===== src/rtl/sky130_ef_ip__xtal_osc_ctrl_if.sv =====
// Signal bundle between the crystal oscillator controller and its
// environment: enable/standby requests, startup and frequency-window
// configuration, the raw oscillator output, and the controller's registered
// status and pin-drive outputs.
//
// Handshake semantics: there is no valid/ready transfer on this bundle.
// en and stdby_req are level requests sampled on every rising clk edge;
// the configuration words are quasi-static; every output is a registered
// level that changes only on a clk edge or on reset.
interface sky130_ef_ip__xtal_osc_ctrl_if;
    logic        en;
    logic        stdby_req;
    logic [15:0] startup_cycles;
    logic [7:0]  min_edges;
    logic [7:0]  max_edges;
    logic        xtal_dout;
    logic        xtal_ena;
    logic        xtal_stdby;
    logic        ready;
    logic        fault;
    logic [7:0]  edge_cnt;
    logic [2:0]  state;

    // environment side: drives requests/config/oscillator, observes status
    modport master (
        output en, stdby_req, startup_cycles, min_edges, max_edges, xtal_dout,
        input  xtal_ena, xtal_stdby, ready, fault, edge_cnt, state
    );

    // controller side
    modport slave (
        input  en, stdby_req, startup_cycles, min_edges, max_edges, xtal_dout,
        output xtal_ena, xtal_stdby, ready, fault, edge_cnt, state
    );
endinterface


===== src/rtl/sky130_ef_ip__xtal_osc_ctrl.sv =====
// Crystal oscillator controller.
// Enables the oscillator, waits a programmable startup time, then counts
// crystal rising edges over 256-cycle windows of clk. A window with an edge
// count inside [min_edges, max_edges] declares the crystal good (RUN, ready=1);
// up to three failed windows are allowed at startup before FAULT. In RUN the
// windows continue and a too-low count is treated as clock loss. Standby
// parks the oscillator and re-verifies it on exit. The FSM state is exposed
// on the state output.
module sky130_ef_ip__xtal_osc_ctrl (
    input logic                          clk,
    input logic                          resetn,
    sky130_ef_ip__xtal_osc_ctrl_if.slave bus
);

    typedef enum logic [2:0] {
        ST_OFF     = 3'd0,
        ST_STARTUP = 3'd1,
        ST_MEASURE = 3'd2,
        ST_RUN     = 3'd3,
        ST_STANDBY = 3'd4,
        ST_FAULT   = 3'd5
    } state_t;

    state_t      state_q, state_d;
    logic [15:0] timer_q, timer_d;
    logic [1:0]  retry_q, retry_d;

    logic        sync1_q, sync2_q, hist_q;
    logic        rise;

    logic [7:0]  win_cnt_q;
    logic [7:0]  edges_q;
    logic [7:0]  edges_sum;
    logic        counting;
    logic        win_end;
    logic        in_range;

    logic        xtal_ena_q, xtal_stdby_q, ready_q, fault_q;
    logic [7:0]  edge_cnt_q;

    // Bring the asynchronous oscillator output into the clk domain and keep
    // one cycle of history for edge detection.
    always_ff @(posedge clk or negedge resetn) begin
        if (!resetn) begin
            sync1_q <= 1'b0;
            sync2_q <= 1'b0;
            hist_q  <= 1'b0;
        end else begin
            sync1_q <= bus.xtal_dout;
            sync2_q <= sync1_q;
            hist_q  <= sync2_q;
        end
    end

    assign rise      = sync2_q & ~hist_q;
    assign counting  = (state_q == ST_MEASURE) || (state_q == ST_RUN);
    assign win_end   = counting && (win_cnt_q == 8'hFF);
    // Running count including this cycle's edge, saturating at 255, so an
    // edge on the last window cycle is part of the window result.
    assign edges_sum = (edges_q == 8'hFF) ? 8'hFF : edges_q + {7'd0, rise};
    assign in_range  = (edges_sum >= bus.min_edges) && (edges_sum <= bus.max_edges);

    // Window and edge counters run only while measuring; any other state
    // holds them at zero so every entry into MEASURE starts a fresh window.
    always_ff @(posedge clk or negedge resetn) begin
        if (!resetn) begin
            win_cnt_q  <= 8'd0;
            edges_q    <= 8'd0;
            edge_cnt_q <= 8'd0;
        end else if (counting) begin
            win_cnt_q <= win_cnt_q + 8'd1;
            if (win_end) begin
                edge_cnt_q <= edges_sum;
                edges_q    <= 8'd0;
            end else begin
                edges_q <= edges_sum;
            end
        end else begin
            win_cnt_q <= 8'd0;
            edges_q   <= 8'd0;
        end
    end

    // Next-state, startup timer and retry bookkeeping; en=0 overrides all.
    always_comb begin
        state_d = state_q;
        timer_d = timer_q;
        retry_d = retry_q;
        if (!bus.en) begin
            state_d = ST_OFF;
        end else begin
            case (state_q)
                ST_OFF: begin
                    state_d = ST_STARTUP;
                    timer_d = bus.startup_cycles;
                    retry_d = 2'd0;
                end
                ST_STARTUP: begin
                    if (timer_q == 16'd0) begin
                        state_d = ST_MEASURE;
                    end else begin
                        timer_d = timer_q - 16'd1;
                    end
                end
                ST_MEASURE: begin
                    if (win_end) begin
                        if (in_range) begin
                            state_d = ST_RUN;
                        end else if (retry_q < 2'd2) begin
                            retry_d = retry_q + 2'd1;
                            timer_d = bus.startup_cycles;
                            state_d = ST_STARTUP;
                        end else begin
                            state_d = ST_FAULT;
                        end
                    end
                end
                ST_RUN: begin
                    // A clock-loss result on the same cycle as a standby
                    // request is reported rather than hidden by standby.
                    if (win_end && (edges_sum < bus.min_edges)) begin
                        state_d = ST_FAULT;
                    end else if (bus.stdby_req) begin
                        state_d = ST_STANDBY;
                    end
                end
                ST_STANDBY: begin
                    if (!bus.stdby_req) begin
                        state_d = ST_MEASURE;
                        retry_d = 2'd0;
                    end
                end
                ST_FAULT: begin
                    state_d = ST_FAULT;
                end
                default: begin
                    state_d = ST_OFF;
                end
            endcase
        end
    end

    // State, timer and retry registers.
    always_ff @(posedge clk or negedge resetn) begin
        if (!resetn) begin
            state_q <= ST_OFF;
            timer_q <= 16'd0;
            retry_q <= 2'd0;
        end else begin
            state_q <= state_d;
            timer_q <= timer_d;
            retry_q <= retry_d;
        end
    end

    // Pin drives and status registered from the next state so they change
    // on the same edge as the state itself.
    always_ff @(posedge clk or negedge resetn) begin
        if (!resetn) begin
            xtal_ena_q   <= 1'b0;
            xtal_stdby_q <= 1'b0;
            ready_q      <= 1'b0;
            fault_q      <= 1'b0;
        end else begin
            xtal_ena_q   <= (state_d == ST_STARTUP) || (state_d == ST_MEASURE) ||
                            (state_d == ST_RUN)     || (state_d == ST_STANDBY);
            xtal_stdby_q <= (state_d == ST_STANDBY);
            ready_q      <= (state_d == ST_RUN);
            fault_q      <= (state_d == ST_FAULT);
        end
    end

    assign bus.xtal_ena   = xtal_ena_q;
    assign bus.xtal_stdby = xtal_stdby_q;
    assign bus.ready      = ready_q;
    assign bus.fault      = fault_q;
    assign bus.edge_cnt   = edge_cnt_q;
    assign bus.state      = state_q;

endmodule


===== src/flat_wrapper.sv =====
// flat-port wrapper written by rule: the top's interface ports become plain ports
module sky130_ef_ip__xtal_osc_ctrl_flat 
  (clk, resetn, bus_en, bus_stdby_req, bus_startup_cycles, bus_min_edges, bus_max_edges, bus_xtal_dout, bus_xtal_ena, bus_xtal_stdby, bus_ready, bus_fault, bus_edge_cnt, bus_state);
  sky130_ef_ip__xtal_osc_ctrl_if bus_i ();
  input logic clk;
  input logic resetn;
  input wire logic [$bits(bus_i.en)-1:0] bus_en;
  input wire logic [$bits(bus_i.stdby_req)-1:0] bus_stdby_req;
  input wire logic [$bits(bus_i.startup_cycles)-1:0] bus_startup_cycles;
  input wire logic [$bits(bus_i.min_edges)-1:0] bus_min_edges;
  input wire logic [$bits(bus_i.max_edges)-1:0] bus_max_edges;
  input wire logic [$bits(bus_i.xtal_dout)-1:0] bus_xtal_dout;
  output wire logic [$bits(bus_i.xtal_ena)-1:0] bus_xtal_ena;
  output wire logic [$bits(bus_i.xtal_stdby)-1:0] bus_xtal_stdby;
  output wire logic [$bits(bus_i.ready)-1:0] bus_ready;
  output wire logic [$bits(bus_i.fault)-1:0] bus_fault;
  output wire logic [$bits(bus_i.edge_cnt)-1:0] bus_edge_cnt;
  output wire logic [$bits(bus_i.state)-1:0] bus_state;
  assign bus_i.en = bus_en;
  assign bus_i.stdby_req = bus_stdby_req;
  assign bus_i.startup_cycles = bus_startup_cycles;
  assign bus_i.min_edges = bus_min_edges;
  assign bus_i.max_edges = bus_max_edges;
  assign bus_i.xtal_dout = bus_xtal_dout;
  assign bus_xtal_ena = bus_i.xtal_ena;
  assign bus_xtal_stdby = bus_i.xtal_stdby;
  assign bus_ready = bus_i.ready;
  assign bus_fault = bus_i.fault;
  assign bus_edge_cnt = bus_i.edge_cnt;
  assign bus_state = bus_i.state;
  sky130_ef_ip__xtal_osc_ctrl u_core (.clk(clk), .resetn(resetn), .bus(bus_i));
endmodule

===== config.mk =====
export PLATFORM = sky130hd
export DESIGN_NAME = sky130_ef_ip__xtal_osc_ctrl_flat
export DESIGN_NICKNAME = d
export VERILOG_FILES = /design/src/rtl/sky130_ef_ip__xtal_osc_ctrl_if.sv /design/src/rtl/sky130_ef_ip__xtal_osc_ctrl.sv /design/src/flat_wrapper.sv
export SDC_FILE = /design/constraint.sdc
export NUM_CORES = 1
export LEC_CHECK = 0
export CAP_MARGIN = 20
export CORE_ASPECT_RATIO = 0.8
export CORE_MARGIN = 10
export CORE_UTILIZATION = 46
export CTS_CLUSTER_SIZE = 10
export DETAILED_ROUTE_END_ITERATION = 7
export HOLD_SLACK_MARGIN = 0.03
export PLACE_DENSITY = 0.85
export SLEW_MARGIN = 20
export SYNTH_ARGS = -nofsm -noshare
export SYNTH_HDL_FRONTEND = slang
export SYNTH_SLANG_ARGS = --single-unit

===== constraint.sdc =====
create_clock -name clk -period 3.9 [get_ports clk]
set_clock_uncertainty 0.15 [all_clocks]
set_input_delay 1.17 -clock clk [delete_from_list [all_inputs] [get_ports clk]]
set_output_delay 1.17 -clock clk [all_outputs]
set_load 0.01 [all_outputs]

==> qor.txt <==
Multi-input gate area = 1710 sq um
count of distinct cell types in the synthesized netlist = 52
final core occ = 60.5%
largest cells by area after synthesis = dfrtp_1 41%, ha_1 7.1%, nor2_1 4.4%
Seq. cell area = 1300 sq um
first-pass GRT wire length = 13,700 um
Iter 0 DRT Violations = 252
final instance area = 3960 sq um
Compound-Gate Fraction of Synth Area = 19.6%
GR Util met3 = 3.13%
register area share after synthesis = 41.2%
CTS H-Tree Depth = 2
worst-margin pin slew = 0.654 ns
Final Slew Violations = 0
core region area = 6540 sq um
Synth Area in Adders = 7.13%
simple-gate share of the synthesized area = 22.9%
CTS tree = built
PD cells = 275 nW/um^2
Crit path depth = 16
CP top delay family = simple AND/OR/NAND/NOR gates
yosys warns = 0
DR vias = 2,982
Hold WC Path Type = flop to flop
Crit path buffers/inverters = 2
vias in the first global route = 2,837
Syn Nets = 411
Period Utilization, post-route = 96.9%
critical path capture point = u_core.retry_q[0]
CP required = 3.94 ns
Worst-path clk slew = 0.09 ns
Mapped Area = 3160 sq um
crit path from = u_core.hist_q
critical-path cell list = nor2b_1 -> ha_1 -> and3_1 -> nand3_1 -> o21ai_0 -> nor3b_2 -> inv_1 -> ha_1 -> nand3_1 -> or3_1 -> o211ai_1 -> buf_4 -> a21boi_1 -> o31ai_1 -> o2111ai_1 -> mux2_2
flop2flop setup slack = 0.12 ns
Mapped Cells = 356
proportion of layout cells with a drive suffix above 1 = 12.5%
XOR/XNOR Fraction of Synth Area = 1.66%
Max Cap Viol = 0
crit end category = flop
proportion of synthesized area in mux cells = 1.70%
row count = 26
Cell Area, Placed = 3800 sq um
drt total wl = 8390 um
reg-to-reg endpoint = u_core.retry_q[0]
LEAKAGE = 1.78 nW
GRT busiest layer = met2
top-area cell type share of the netlist area = 41.2%
overall power = 1.09 mW
synthesized area per cell = 8.88 sq um
nets = 469
Main synth FF type = dfrtp_1
CP max stage cell = dfrtp_1
crit path kind = flop to flop
initial antenna violation count = 0
main combinational cell family by area after synthesis = simple AND/OR/NAND/NOR gates
routed len/inst = 16.8 um
headroom to the max-slew limit = 56.0%
# diodes = 0
Die Ht = 94.1 um
Post-DRT Antenna Nets = 0
Arrival @ worst endpoint = 3.82 ns
die area = 10,600 sq um
die width = 113 um
number of synthesized register bits = 52
reg2reg start = u_core.hist_q
Worst Setup Start Kind = flop
Area growth syn-to-layout = 25.2%
GP Congestion = 0.905
total clock sinks = 52
drt first pass iters = 5
final hold vios = 0
Max VDD drop = 0.201 mV
Post-synth EDFFs = 0
Initial Utilization = 48.3%
CTS root buf = clkbuf_8
Crit Path Max Fanout = 4
total congestion overflow = 0
io pins = 52
total CTS buffers = 5
filler instances = 526
fmax = 265 MHz
clock buffer depth = 2
DRC Markers = 0
final setup fails = 0
total track usage = 15.4%
asr flop ratio synth = 100%
Final min period = 3.78 ns
status = finished clean
half-perimeter wire length after placement = 6360 um
largest area contributor in the netlist = dfrtp_1
worst r2r path cells = 16
clk_lat worst skew = 0.30 ns
largest net degree at the start of global routing = 53
M1 GR Usage = 19.8%
routed vias/inst = 5.98
CP peak stage delay = 0.38 ns
PortBufs = 51
M2 GR Usage = 25.3%
==> cell type report <==
type | count | share of cell area, %
multi-input combinational | 259 | 43.2
tap | 84 | 2.66
sequential | 52 | 32.9
clock inverter | 1 | 0.190
timing repair buffer | 67 | 16.1
clock buffer | 7 | 2.18
inverter | 29 | 2.75
==> repair_timing <==
item / in CTS / in global routing
resized for setup: 0 / 6
setup endpoints to repair: 0 / 23
hold buffers: 0 / 0
setup buffers: 0 / 4
==> per-stage QoR <==
stage / setup WS, ns / setup TNS [ns] / hold slack (ns) / cells
detailed placement: -0.000596 / -0.000596 / 0.196 / 487
CTS: 0.00426 / 0 / 0.217 / 495
global route: -0.110 / -0.217 / 0.234 / 499
floorplan: 0.257 / 0 / 0.181 / 356
global placement: 0.0862 / 0 / 0.194 / 487
finish: 0.122 / 0 / 0.213 / 499
==> kinds of logic after synthesis <==
group / Yosys count
simple gates: 140
mux: 5
fa+ha+maj: 18
buf+inv: 45
compound gates: 90
xor+xnor: 6
flops: 52
==> Yosys cell counts (6+ instances only) <==
library cell  instances
a41oi_1               9
nor2_1               37
o21ai_0              13
a21oi_2              10
nand3_1              18
dfrtp_1              52
clkbuf_1             13
ha_1                 18
inv_1                29
a21oi_1              24
nor4_1                7
nor3_1               15
nand2_1              25
nand4_1               6
==> sequential cells by signal (all words and copies together), names as in the netlist <==
signal,flops
u_core.timer_q,16
u_core.bus.edge_cnt,8
u_core.edges_q,8
u_core.win_cnt_q,8
u_core.bus.state,3
u_core.retry_q,2
u_core.bus.fault,1
u_core.bus.ready,1
u_core.bus.xtal_ena,1
u_core.bus.xtal_stdby,1
u_core.hist_q,1
u_core.sync1_q,1
u_core.sync2_q,1
==> metal layers <==
metal,up-vias,wire length [um],part of all wire (%)
met4,0,208,2.5
met3,23,637,7.6
li1,1396,-,-
met1,1423,3610,43
met2,140,3930,47
met5,-,0,0
==> worst min-delay path by stage <==
stage | slack (ns) | depth (start not counted) | from | endpoint
2_1_floorplan | 0.18 | 0 | u_core.sync1_q | u_core.sync2_q
3_3_place_gp | 0.19 | 0 | u_core.sync1_q | u_core.sync2_q
3_5_place_dp | 0.20 | 0 | u_core.sync1_q | u_core.sync2_q
4_1_cts | 0.22 | 0 | u_core.sync1_q | u_core.sync2_q
5_1_grt | 0.23 | 0 | u_core.sync1_q | u_core.sync2_q
6_report | 0.21 | 0 | u_core.sync1_q | u_core.sync2_q
==> power by group <==
group | internal [mW] | switching, mW | leakage (nW)
clock | 0.145 | 0.171 | 0.0445
combinational | 0.0851 | 0.0845 | 1.06
sequential | 0.567 | 0.0361 | 0.673
total | 0.797 | 0.291 | 1.78
==> cells in the final DEF (no fill, tap or decap), drive strengths merged, types with 4 or more instances in the layout <==
master / instances
a21o: 4
a21oi: 34
a41oi: 9
buf: 17
clkbuf: 7
clkdlybuf4s50: 50
dfrtp: 52
ha: 18
inv: 29
nand2: 26
nand2b: 5
nand3: 18
nand4: 6
nor2: 38
nor2b: 4
nor3: 15
nor4: 7
o21ai: 14
o22ai: 5
o31ai: 5
or3: 6
xor2: 5
(Power assumes the default switching activity.)
